==> src/rtl/remap_alu_csr.sv <==
// Bus-programmed ALU whose operand/control/status/result registers live in a
// window selected at run time by the MAP register at absolute address 0.
module remap_alu_csr #(
  parameter int unsigned DW         = 16,
  parameter int unsigned AW         = 16,
  parameter int unsigned OPW        = 8,
  parameter int unsigned N_MAPS     = 4,
  parameter int unsigned MAP_STRIDE = 8,
  parameter int unsigned MUL_LAT    = 3
) (
  input  logic          clk,
  input  logic          reset_n,
  input  logic          bus_valid,
  input  logic          bus_op,
  input  logic [AW-1:0] bus_addr,
  input  logic [DW-1:0] bus_wr_data,
  output logic [DW-1:0] bus_rd_data,
  output logic          bus_rd_valid,
  output logic          done,
  output logic          irq
);

  localparam int unsigned MAPW = (N_MAPS > 1) ? $clog2(N_MAPS) : 1;
  localparam int unsigned CNTW = (MUL_LAT > 1) ? $clog2(MUL_LAT) : 1;

  localparam logic [2:0] OP_ADD = 3'd1;
  localparam logic [2:0] OP_AND = 3'd2;
  localparam logic [2:0] OP_XOR = 3'd3;
  localparam logic [2:0] OP_MUL = 3'd4;

  typedef enum logic {IDLE, EXEC} state_t;

  state_t          state;
  logic [CNTW-1:0] cnt;
  logic [MAPW-1:0] map_q;
  logic [DW-1:0]   opa_q;
  logic [DW-1:0]   opb_q;
  logic [2:0]      ctrl_op_q;
  logic            irq_en_q;
  logic            done_q;
  logic            err_q;
  logic [DW-1:0]   result_q;
  logic [OPW-1:0]  lat_a;
  logic [OPW-1:0]  lat_b;
  logic [2:0]      lat_op;

  logic [AW-1:0] base;
  logic [AW-1:0] offs;
  logic          sel_map, sel_opa, sel_opb, sel_ctrl, sel_status, sel_result;
  logic          wr, rd, busy;
  logic          start_req, op_valid, launch, err_set, complete;
  logic          done_nxt, err_nxt, irq_en_nxt;
  logic [DW-1:0] rd_mux;
  logic [DW-1:0] ctrl_rd;
  logic [DW-1:0] alu_res;
  logic [OPW:0]      sum;
  logic [2*OPW-1:0]  prod;

  // Address decode: MAP is fixed at 0, the rest follows the selected window
  always_comb begin
    base       = AW'(map_q) * AW'(MAP_STRIDE);
    offs       = bus_addr - base;
    sel_map    = (bus_addr == '0);
    sel_opa    = !sel_map && (bus_addr >= base) && (offs == AW'(1));
    sel_opb    = !sel_map && (bus_addr >= base) && (offs == AW'(2));
    sel_ctrl   = !sel_map && (bus_addr >= base) && (offs == AW'(3));
    sel_status = !sel_map && (bus_addr >= base) && (offs == AW'(4));
    sel_result = !sel_map && (bus_addr >= base) && (offs == AW'(5));
  end

  // Control strobes and next values of the sticky/status bits
  always_comb begin
    wr         = bus_valid && bus_op;
    rd         = bus_valid && !bus_op;
    busy       = (state == EXEC);
    start_req  = wr && sel_ctrl && bus_wr_data[15];
    op_valid   = (bus_wr_data[2:0] >= OP_ADD) && (bus_wr_data[2:0] <= OP_MUL);
    launch     = start_req && !busy && op_valid;
    err_set    = start_req && (busy || (bus_wr_data[2:0] > OP_MUL));
    complete   = busy && (cnt == '0);
    // Completion sets done even if the same cycle carries a W1C for it
    done_nxt   = complete || (done_q && !(wr && sel_status && bus_wr_data[1]));
    err_nxt    = err_set || (err_q && !(wr && sel_status && bus_wr_data[2]));
    irq_en_nxt = (wr && sel_ctrl) ? bus_wr_data[14] : irq_en_q;
  end

  // ALU on the operands latched at start
  always_comb begin
    sum     = {1'b0, lat_a} + {1'b0, lat_b};
    prod    = {{OPW{1'b0}}, lat_a} * {{OPW{1'b0}}, lat_b};
    alu_res = '0;
    case (lat_op)
      OP_ADD:  alu_res = DW'(sum);
      OP_AND:  alu_res = DW'(lat_a & lat_b);
      OP_XOR:  alu_res = DW'(lat_a ^ lat_b);
      OP_MUL:  alu_res = DW'(prod);
      default: alu_res = '0;
    endcase
  end

  always_comb begin
    ctrl_rd        = '0;
    ctrl_rd[14]    = irq_en_q;
    ctrl_rd[2:0]   = ctrl_op_q;
    rd_mux         = '0;
    if (sel_map)         rd_mux = DW'(map_q);
    else if (sel_opa)    rd_mux = opa_q;
    else if (sel_opb)    rd_mux = opb_q;
    else if (sel_ctrl)   rd_mux = ctrl_rd;
    else if (sel_status) rd_mux = DW'({err_q, done_q, busy});
    else if (sel_result) rd_mux = result_q;
  end

  always_ff @(posedge clk) begin
    if (!reset_n) begin
      state        <= IDLE;
      cnt          <= '0;
      map_q        <= '0;
      opa_q        <= '0;
      opb_q        <= '0;
      ctrl_op_q    <= '0;
      irq_en_q     <= 1'b0;
      done_q       <= 1'b0;
      err_q        <= 1'b0;
      result_q     <= '0;
      lat_a        <= '0;
      lat_b        <= '0;
      lat_op       <= '0;
      bus_rd_data  <= '0;
      bus_rd_valid <= 1'b0;
      done         <= 1'b0;
      irq          <= 1'b0;
    end else begin
      bus_rd_valid <= rd;
      if (rd) bus_rd_data <= rd_mux;

      if (wr && sel_map && (bus_wr_data < DW'(N_MAPS))) map_q <= MAPW'(bus_wr_data);
      if (wr && sel_opa) opa_q <= bus_wr_data;
      if (wr && sel_opb) opb_q <= bus_wr_data;
      if (wr && sel_ctrl) ctrl_op_q <= bus_wr_data[2:0];
      irq_en_q <= irq_en_nxt;
      done_q   <= done_nxt;
      err_q    <= err_nxt;
      done     <= complete;
      irq      <= done_nxt && irq_en_nxt;

      case (state)
        IDLE: begin
          if (launch) begin
            lat_a  <= opa_q[OPW-1:0];
            lat_b  <= opb_q[OPW-1:0];
            lat_op <= bus_wr_data[2:0];
            cnt    <= (bus_wr_data[2:0] == OP_MUL) ? CNTW'(MUL_LAT - 1) : '0;
            state  <= EXEC;
          end
        end
        EXEC: begin
          if (cnt == '0) begin
            result_q <= alu_res;
            state    <= IDLE;
          end else begin
            cnt <= cnt - CNTW'(1);
          end
        end
        default: state <= IDLE;
      endcase
    end
  end

endmodule

==> config.mk <==
export PLATFORM = sky130hd
export DESIGN_NAME = remap_alu_csr
export DESIGN_NICKNAME = d
export VERILOG_FILES = /design/src/rtl/remap_alu_csr.sv
export SDC_FILE = /design/constraint.sdc
export NUM_CORES = 1
export LEC_CHECK = 0
export ABC_AREA = 1
export CAP_MARGIN = 0
export CORE_UTILIZATION = 35
export CTS_CLUSTER_SIZE = 28
export DETAILED_ROUTE_END_ITERATION = 6
export GPL_ROUTABILITY_DRIVEN = 0
export PLACE_DENSITY = 0.61
export SYNTH_ARGS = -nofsm -noshare
export SYNTH_HDL_FRONTEND = slang
export SYNTH_SLANG_ARGS = --single-unit
==> constraint.sdc <==
create_clock -name clk -period 9 [get_ports clk]
set_input_delay 1.35 -clock clk [delete_from_list [all_inputs] [get_ports clk]]
set_output_delay 1.35 -clock clk [all_outputs]
set_load 0.02 [all_outputs]
==> results of run 1 <==
[cell families after synthesis]
| logic type | Yosys count |
|---|---|
| AO/OA/AOI/OAI | 176 |
| adder cells (fa/ha/maj) | 85 |
| flip-flops | 97 |
| AND/OR/NAND/NOR | 467 |
| buffers and inverters | 239 |
| XOR/XNOR | 4 |
[Yosys cell counts (3+ instances only)]
| library cell | n | area share [%] |
|---|---|---|
| o2111ai_1 | 3 | 0.36 |
| nand3_1 | 91 | 6.3 |
| nand2_1 | 240 | 12 |
| buf_2 | 17 | 1.2 |
| nor4_1 | 4 | 0.35 |
| fa_1 | 38 | 11 |
| nor2_2 | 15 | 1.3 |
| nand4_1 | 9 | 0.78 |
| nand2_2 | 3 | 0.26 |
| dfxtp_1 | 97 | 27 |
| a211oi_1 | 3 | 0.31 |
| ha_1 | 47 | 8.1 |
| nor2_1 | 85 | 4.4 |
| clkinv_1 | 3 | 0.16 |
| o21ai_0 | 64 | 4.4 |
| clkbuf_1 | 26 | 1.3 |
| nor3_1 | 9 | 0.62 |
| xnor2_1 | 3 | 0.36 |
| buf_6 | 3 | 0.47 |
| inv_1 | 187 | 9.7 |
| a21boi_0 | 4 | 0.42 |
| a21oi_1 | 93 | 6.4 |
[stage by stage]
| step | util, % | hold slack [ns] |
|---|---|---|
| 5_1_grt | 40.7 | 0.483 |
| 2_1_floorplan | - | 0.426 |
| 4_1_cts | 40.7 | 0.460 |
| 6_report | 40.7 | 0.460 |
| 3_3_place_gp | 39.2 | 0.441 |
| 3_5_place_dp | 39.2 | 0.451 |
[power groups by stage]
stage	combinational, mW	clock (mW)	sequential [mW]
6_report	0.0531	0.371	0.429
5_1_grt	0.0586	0.398	0.429
4_1_cts	0.0533	0.379	0.429
3_5_place_dp	0.0532	0	0.439
3_3_place_gp	0.0533	0	0.439
2_1_floorplan	0.0248	0	0.439
[layout make-up]
class                      instances  area [µm²]
fill                            2140       12000
multi-input combinational        732        4350
sequential                        97        1940
inverter                         192         721
timing repair buffer              61         593
tap                              270         338
clock buffer                      10         239
clock inverter                     6        48.8
[placed cells by master, fill, tap and decap left out, types with 2 or more instances in the layout]
cell type / Yosys / layout
nand2_1: 240 / 240
nor2_2: 15 / 16
nor2_1: 85 / 84
clkdlybuf4s50_1: 0 / 54
buf_4: 1 / 7
inv_2: 2 / 2
fa_1: 38 / 38
a21oi_1: 93 / 93
xnor2_1: 3 / 3
o2111ai_1: 3 / 3
clkinvlp_4: 0 / 3
nand3_1: 91 / 91
clkbuf_16: 0 / 9
nand2_2: 3 / 3
clkinv_1: 3 / 3
nor3_1: 9 / 9
ha_1: 47 / 47
a21boi_0: 4 / 4
inv_6: 0 / 2
o21ai_0: 64 / 64
or2_2: 2 / 2
dfxtp_1: 97 / 97
a211oi_1: 3 / 3
nand4_1: 9 / 9
nor4_1: 4 / 4
nand3b_1: 2 / 2
inv_1: 187 / 187
[sequential cells by signal, indices dropped and copies added, names as in the netlist]
signal	flops
bus_rd_data	16
bus_rd_valid	1
busy	1
cnt	2
ctrl_op_q	3
done	1
done_q	1
err_q	1
irq	1
irq_en_q	1
lat_a	8
lat_b	8
lat_op	3
map_q	2
opa_q	16
opb_q	16
result_q	16
[worst reg2reg max path, delay by kind of cell, from the launching register on]
family | cells | cell delay [ns]
AOI/OAI and AO/OA | 6 | 0.87
adders and majority gates | 5 | 2.52
buffers and inverters | 3 | 0.18
DFF | 1 | 0.62
and+or+nand+nor | 4 | 0.41
[final timing paths]
path | start | endpoint | slack, ns | depth (start not counted)
max | lat_a[1] | result_q[11] | 4.35 | 18
min | cnt[0] | cnt[0] | 0.46 | 1
min reg2reg | cnt[0] | cnt[0] | 0.46 | 1
max reg2reg | lat_a[1] | result_q[11] | 4.35 | 18
[routing by layer]
metal	up-vias	routed length, µm
met4	0	280
met1	3115	8860
li1	3410	-
met2	161	8890
met3	24	964
met5	-	0
==> run_results.csv, run 1 <==
group,metric,value,unit
clock_tree,cts.sinks,97,
drt,dr.pass1.iters,5,
drt,post_drt_wl_per_cell,13.9,µm
die,start_util,35.7,%
run_status,status,"complete, no violations",
sta,max_freq,215,MHz
global_route,met3_usage,3.42,%
die,num_rows,52,
global_route,gr-max-usage-layer,"met2",
critical_path,critPathKind,"reg2reg",
finish,fin_nets,1214,
critical_path,cp_max_fo,10,
clock_tree,postCtsSetupRepairBufs,0,
clock_tree,cts_buffer_depth,2,
finish,fin_cells,1368,
clock_tree,cts_resized,0,
pwr,p_comb_share,6.2,%
logic_synthesis,seq_area_frac_synth,26.9,%
die,core_area,0.0202,mm²
finish,drive_gt1_share,5.01,%
logic_synthesis,synth_compound_area_share,13.0,%
critical_path,startpoint_type,"flop",
global_route,track_usage,18.8,%
critical_path,cp_common_cell,"fa_1",
global_route,grt_pass1_vias,6639,
logic_synthesis,netlist_instances,1068,
clock_tree,numCtsBuffers,9,
drt,routed-via-count,6710,
drt,via_per_inst,4.90,
die,dieArea,0.0212,mm²
logic_synthesis,synth_xor_area_share,0.484,%
pwr,internal_power,648,µW
critical_path,crit_slowest_cell,"dfxtp_1",
finish,final_area,0.00823,mm²
sta,rsz0062_at_grt,"no",
sta,drv_slew,0,
pwr,p_per_area,104,mW/mm²
job,maxCapViolCount,0,
drt,drt-total-wl,19000,µm
global_route,grt_use_met1,24.9,%
critical_path,crit_required,9.27,ns
global_route,overflow,0,
pwr,finalPower,853,µW
logic_synthesis,syn_avg_cell_area,6.77,µm²
clock_tree,clk_latency,0.35,ns
drt,drtAntennaViolNets,0,
placed_design,dp_hpwl,14600,µm
global_route,grt_max_degree,54,
logic_synthesis,synth_fp_nets,1189,
critical_path,max_stage_delay,0.62,ns
critical_path,worstPathCellList,"nand2_1, fa_1, fa_1, inv_1, fa_1, inv_1, fa_1, inv_1, ha_1, nand2_1, o21ai_0, a21oi_1, nor2_1, o21ai_0, nand2_1, a21boi_0, o21ai_0, a21oi_1",
pwr,p_sw,205,µW
die,dieWidth,146,µm
logic_synthesis,synth_top_family_by_area,"simple AND/OR/NAND/NOR gates",
pwr,ir_worst_vdd,0.0000877,V
min_path,hp-class,"reg2reg",
sta,tightest_slew,1.19,ns
clock_tree,clk_pin_slew_worst_paths,0.07,ns
clock_tree,ctsHoldBuffers,0,
clock_tree,cts_root_buffer,"clkbuf_16",
global_route,grt_pass1_wl,32500,µm
sta,hold_viol,0,
logic_synthesis,synthSimpleGateAreaFrac,28.0,%
global_route,antenna_found_initial,0,
logic_synthesis,synth_edf_count,0,
logic_synthesis,synthArstFlopShare,0,%
critical_path,worst-path-buf-inv,3,
pwr,p_leak,4.05,nW
sta,period_share,51.7,%
placed_design,placed_cell_area,0.00794,mm²
drt,first_iter_violations,410,
logic_synthesis,ys_types,43,
die,ios,55,
die,die_h,146,µm
logic_synthesis,synthAdderAreaFrac,18.7,%
logic_synthesis,ys.flop_type,"dfxtp_1",
clock_tree,ctsHtreeMaxLevel,3,
placed_design,port_buffers,54,
drt,drc_errors,0,
pwr,p_clk_share,43.5,%
sta,layout_min_cycle_time,4.65,ns
sta,final-setup-viol-count,0,
sta,relSlewSlack,20.7,%
global_route,gr-usage-met2,31.5,%
logic_synthesis,synth-seq-cells,97,
critical_path,worst_ep_arrival_time,4.93,ns
sta,setup_slack,4.35,ns
logic_synthesis,synthMuxAreaShare,0,%
logic_synthesis,syn-cell-area,0.00723,mm²
pwr,netSwitchingFraction,24.1,%
logic_synthesis,ys_warn_count,0,
sta,finalClockSkew,0.00695,ns
critical_path,cp-end-kind,"flop",
finish,antenna_cells,0,
placed_design,dpl.cell_count,1352,
finish,syn2layout_area_growth,13.8,%
sta,fin_tns_setup,0,ns
critical_path,cpLargestDelayFamily,"adder cells",
placed_design,pre_cts_slack,4.27,ns
pwr,seqPwrFrac,50.3,%
clock_tree,cts_tree,"yes",
No activity file was read; power rests on OpenSTA's default activity.
==> run 2, diff against run 1 <==
--- a/config.mk
+++ b/config.mk
@@ -11,7 +11,7 @@
 export CTS_CLUSTER_SIZE = 28
 export DETAILED_ROUTE_END_ITERATION = 6
 export GPL_ROUTABILITY_DRIVEN = 0
-export PLACE_DENSITY = 0.61
+export PLACE_DENSITY = 0.63
 export SYNTH_ARGS = -nofsm -noshare
 export SYNTH_HDL_FRONTEND = slang
 export SYNTH_SLANG_ARGS = --single-unit
==> constraint.sdc (replaced) <==
create_clock -name clk -period 3.9 [get_ports clk]
set_input_delay 0.585 -clock clk [delete_from_list [all_inputs] [get_ports clk]]
set_output_delay 0.585 -clock clk [all_outputs]
set_load 0.02 [all_outputs]
==> run 2 against run 1 <==
Net effect: the flow now finishes with violations (setup timing); critical path depth shrank 1; design area grew 10%; largest cell class unchanged; clock power grew 140%; first-iteration DRC count shrank 15%; global-route usage grew 0.55 points; worst setup slack lost 4.5 ns; critical path type unchanged; sequential power grew 130%; register-to-register slack lost 4.5 ns; hold slack gained 0.0026 ns; clock skew grew 0.0027 ns.
==> run_results.csv, run 2 (synthesized netlist as in run 1, its figures left out) <==
group,metric,value,unit
pwr,p_per_area,220,mW/mm²
finish,fin_nets,1272,
clock_tree,ctsHtreeMaxLevel,3,
drt,drc_errors,0,
drt,post_drt_wl_per_cell,14.2,µm
finish,ff_latch_area,0.00199,mm²
clock_tree,cts_tree,"yes",
finish,drive_gt1_share,16.7,%
sta,setup_slack,-0.135,ns
die,start_util,35.7,%
critical_path,crit_required,4.19,ns
run_status,status,"complete, but fails checks",
sta,rsz0062_at_grt,"yes",
drt,routed-via-count,6976,
global_route,track_usage,19.4,%
pwr,ir_worst_vdd,0.000221,V
sta,relSlewSlack,50.4,%
clock_tree,cts.sinks,97,
sta,drv_slew,0,
critical_path,critPathKind,"reg2reg",
critical_path,cp_max_fo,7,
run_status,violations,"setup timing",
finish,nFillCells,2071,
drt,via_per_inst,4.89,
sta,finalClockSkew,0.00965,ns
critical_path,cp-end-kind,"flop",
sta,layout_min_cycle_time,4.03,ns
global_route,grt_pass1_vias,6652,
finish,syn2layout_area_growth,25.6,%
sta,tightest_slew,0.742,ns
die,dieArea,0.0212,mm²
clock_tree,numCtsBuffers,9,
finish,antenna_cells,0,
critical_path,worst_ep_arrival_time,4.33,ns
drt,dr.pass1.iters,5,
drt,drt-total-wl,20200,µm
finish,fin_cells,1426,
drt,first_iter_violations,349,
global_route,overflow,0,
clock_tree,clk_pin_slew_worst_paths,0.07,ns
pwr,finalPower,2.00,mW
clock_tree,cts_buffer_depth,2,
placed_design,dpl.cell_count,1405,
sta,max_freq,248,MHz
die,num_rows,52,
clock_tree,clk_latency,0.36,ns
finish,layout_common_cells,"nand2_1 (226), inv_1 (176), nand3_1 (88)",
global_route,antenna_found_initial,0,
global_route,grt_max_degree,53,
die,core_area,0.0202,mm²
die,die_h,146,µm
job,maxCapViolCount,0,
finish,fin_util,44.9,%
drt,drtAntennaViolNets,0,
sta,period_share,103,%
finish,final_common_cell,"nand2_1",
placed_design,port_buffers,54,
sta,hold_viol,0,
pwr,p_leak,4.45,nW
die,ios,55,
finish,multiInputGateArea,0.00469,mm²
clock_tree,cts_root_buffer,"clkbuf_16",
placed_design,dp_hpwl,15700,µm
min_path,hp-class,"reg2reg",
placed_design,pre_cts_slack,-0.286,ns
critical_path,startpoint_type,"flop",
global_route,grt_pass1_wl,32900,µm
sta,final-setup-viol-count,4,
die,dieWidth,146,µm
run 2: cell count changes in the layout (fill, tap and decap cells not counted), moves of 11 or more:
cell and change:
buf_4 +54, inv_1 -11, ha_1 -11, nand2_1 -14, nand2_2 +11, o21ai_0 -11
dfxtp_1 -13, dfxtp_4 +11
run 2: per-stage QoR:
step / setup TNS (ns) / cell area [µm²] / hold slack (ns)
global placement: -1.19 / 8430 / 0.446
finish: -0.357 / 9080 / 0.463
detailed placement: -1.45 / 8430 / 0.451
global route: -1.57 / 9080 / 0.482
CTS: -0.308 / 8910 / 0.463
floorplan: 0 / 7380 / 0.426
run 2: power by group:
| part | switching, mW | total, mW | internal (mW) |
|---|---|---|---|
| Combinational | 0.0726 | 0.123 | 0.0504 |
| Sequential | 0.0000770 | 0.982 | 0.982 |
| Clock | 0.442 | 0.895 | 0.453 |
run 2: repair_timing:
action                                  CTS  global route
setup buffers                             3             2
pin swaps                                17            33
hold buffers                              0             0
hold endpoints to repair                  0             0
resized for setup                        48            52
endpoints found under the setup margin   10            10
run 2: layer usage:
layer / up-vias / share of wire, % / track usage, %
met3: 30 / 4.3 / 2.51
met2: 155 / 47 / 32.1
met5: - / 0 / 0
met4: 0 / 2.3 / 6.47
li1: 3529 / - / -
met1: 3262 / 46 / 26.0
run 2: critical path: stages (launching register included):
cell and delay [ns]:
dfxtp_4 0.38, ha_4 0.17, fa_1 0.57, fa_2 0.44, fa_1 0.52, inv_1 0.05, fa_1 0.50, inv_2 0.05
ha_4 0.26, a21oi_2 0.13, o21ai_2 0.08, a21oi_2 0.15, nor2_2 0.07, o21ai_2 0.16, nand2_2 0.08, a21boi_2 0.12
o21ai_1 0.08, a21oi_1 0.15
run 2: area by class of cell:
| cell class | instances | area share (%) |
|---|---|---|
| clock buffers | 9 | 2.48 |
| clock inverters | 7 | 0.785 |
| inverters | 192 | 7.96 |
| multi-input cells | 732 | 51.6 |
| flip-flops and latches | 97 | 21.9 |
| well taps | 270 | 3.72 |
| repair buffers | 119 | 11.6 |
run 2: path summary, 6_finish.rpt:
path | start | to | slack [ns] | cells after the start
min reg2reg | cnt[0] | cnt[0] | 0.46 | 1
max reg2reg | lat_b[4] | result_q[11] | -0.13 | 17
max | lat_b[4] | result_q[11] | -0.13 | 17
min | cnt[0] | cnt[0] | 0.46 | 1
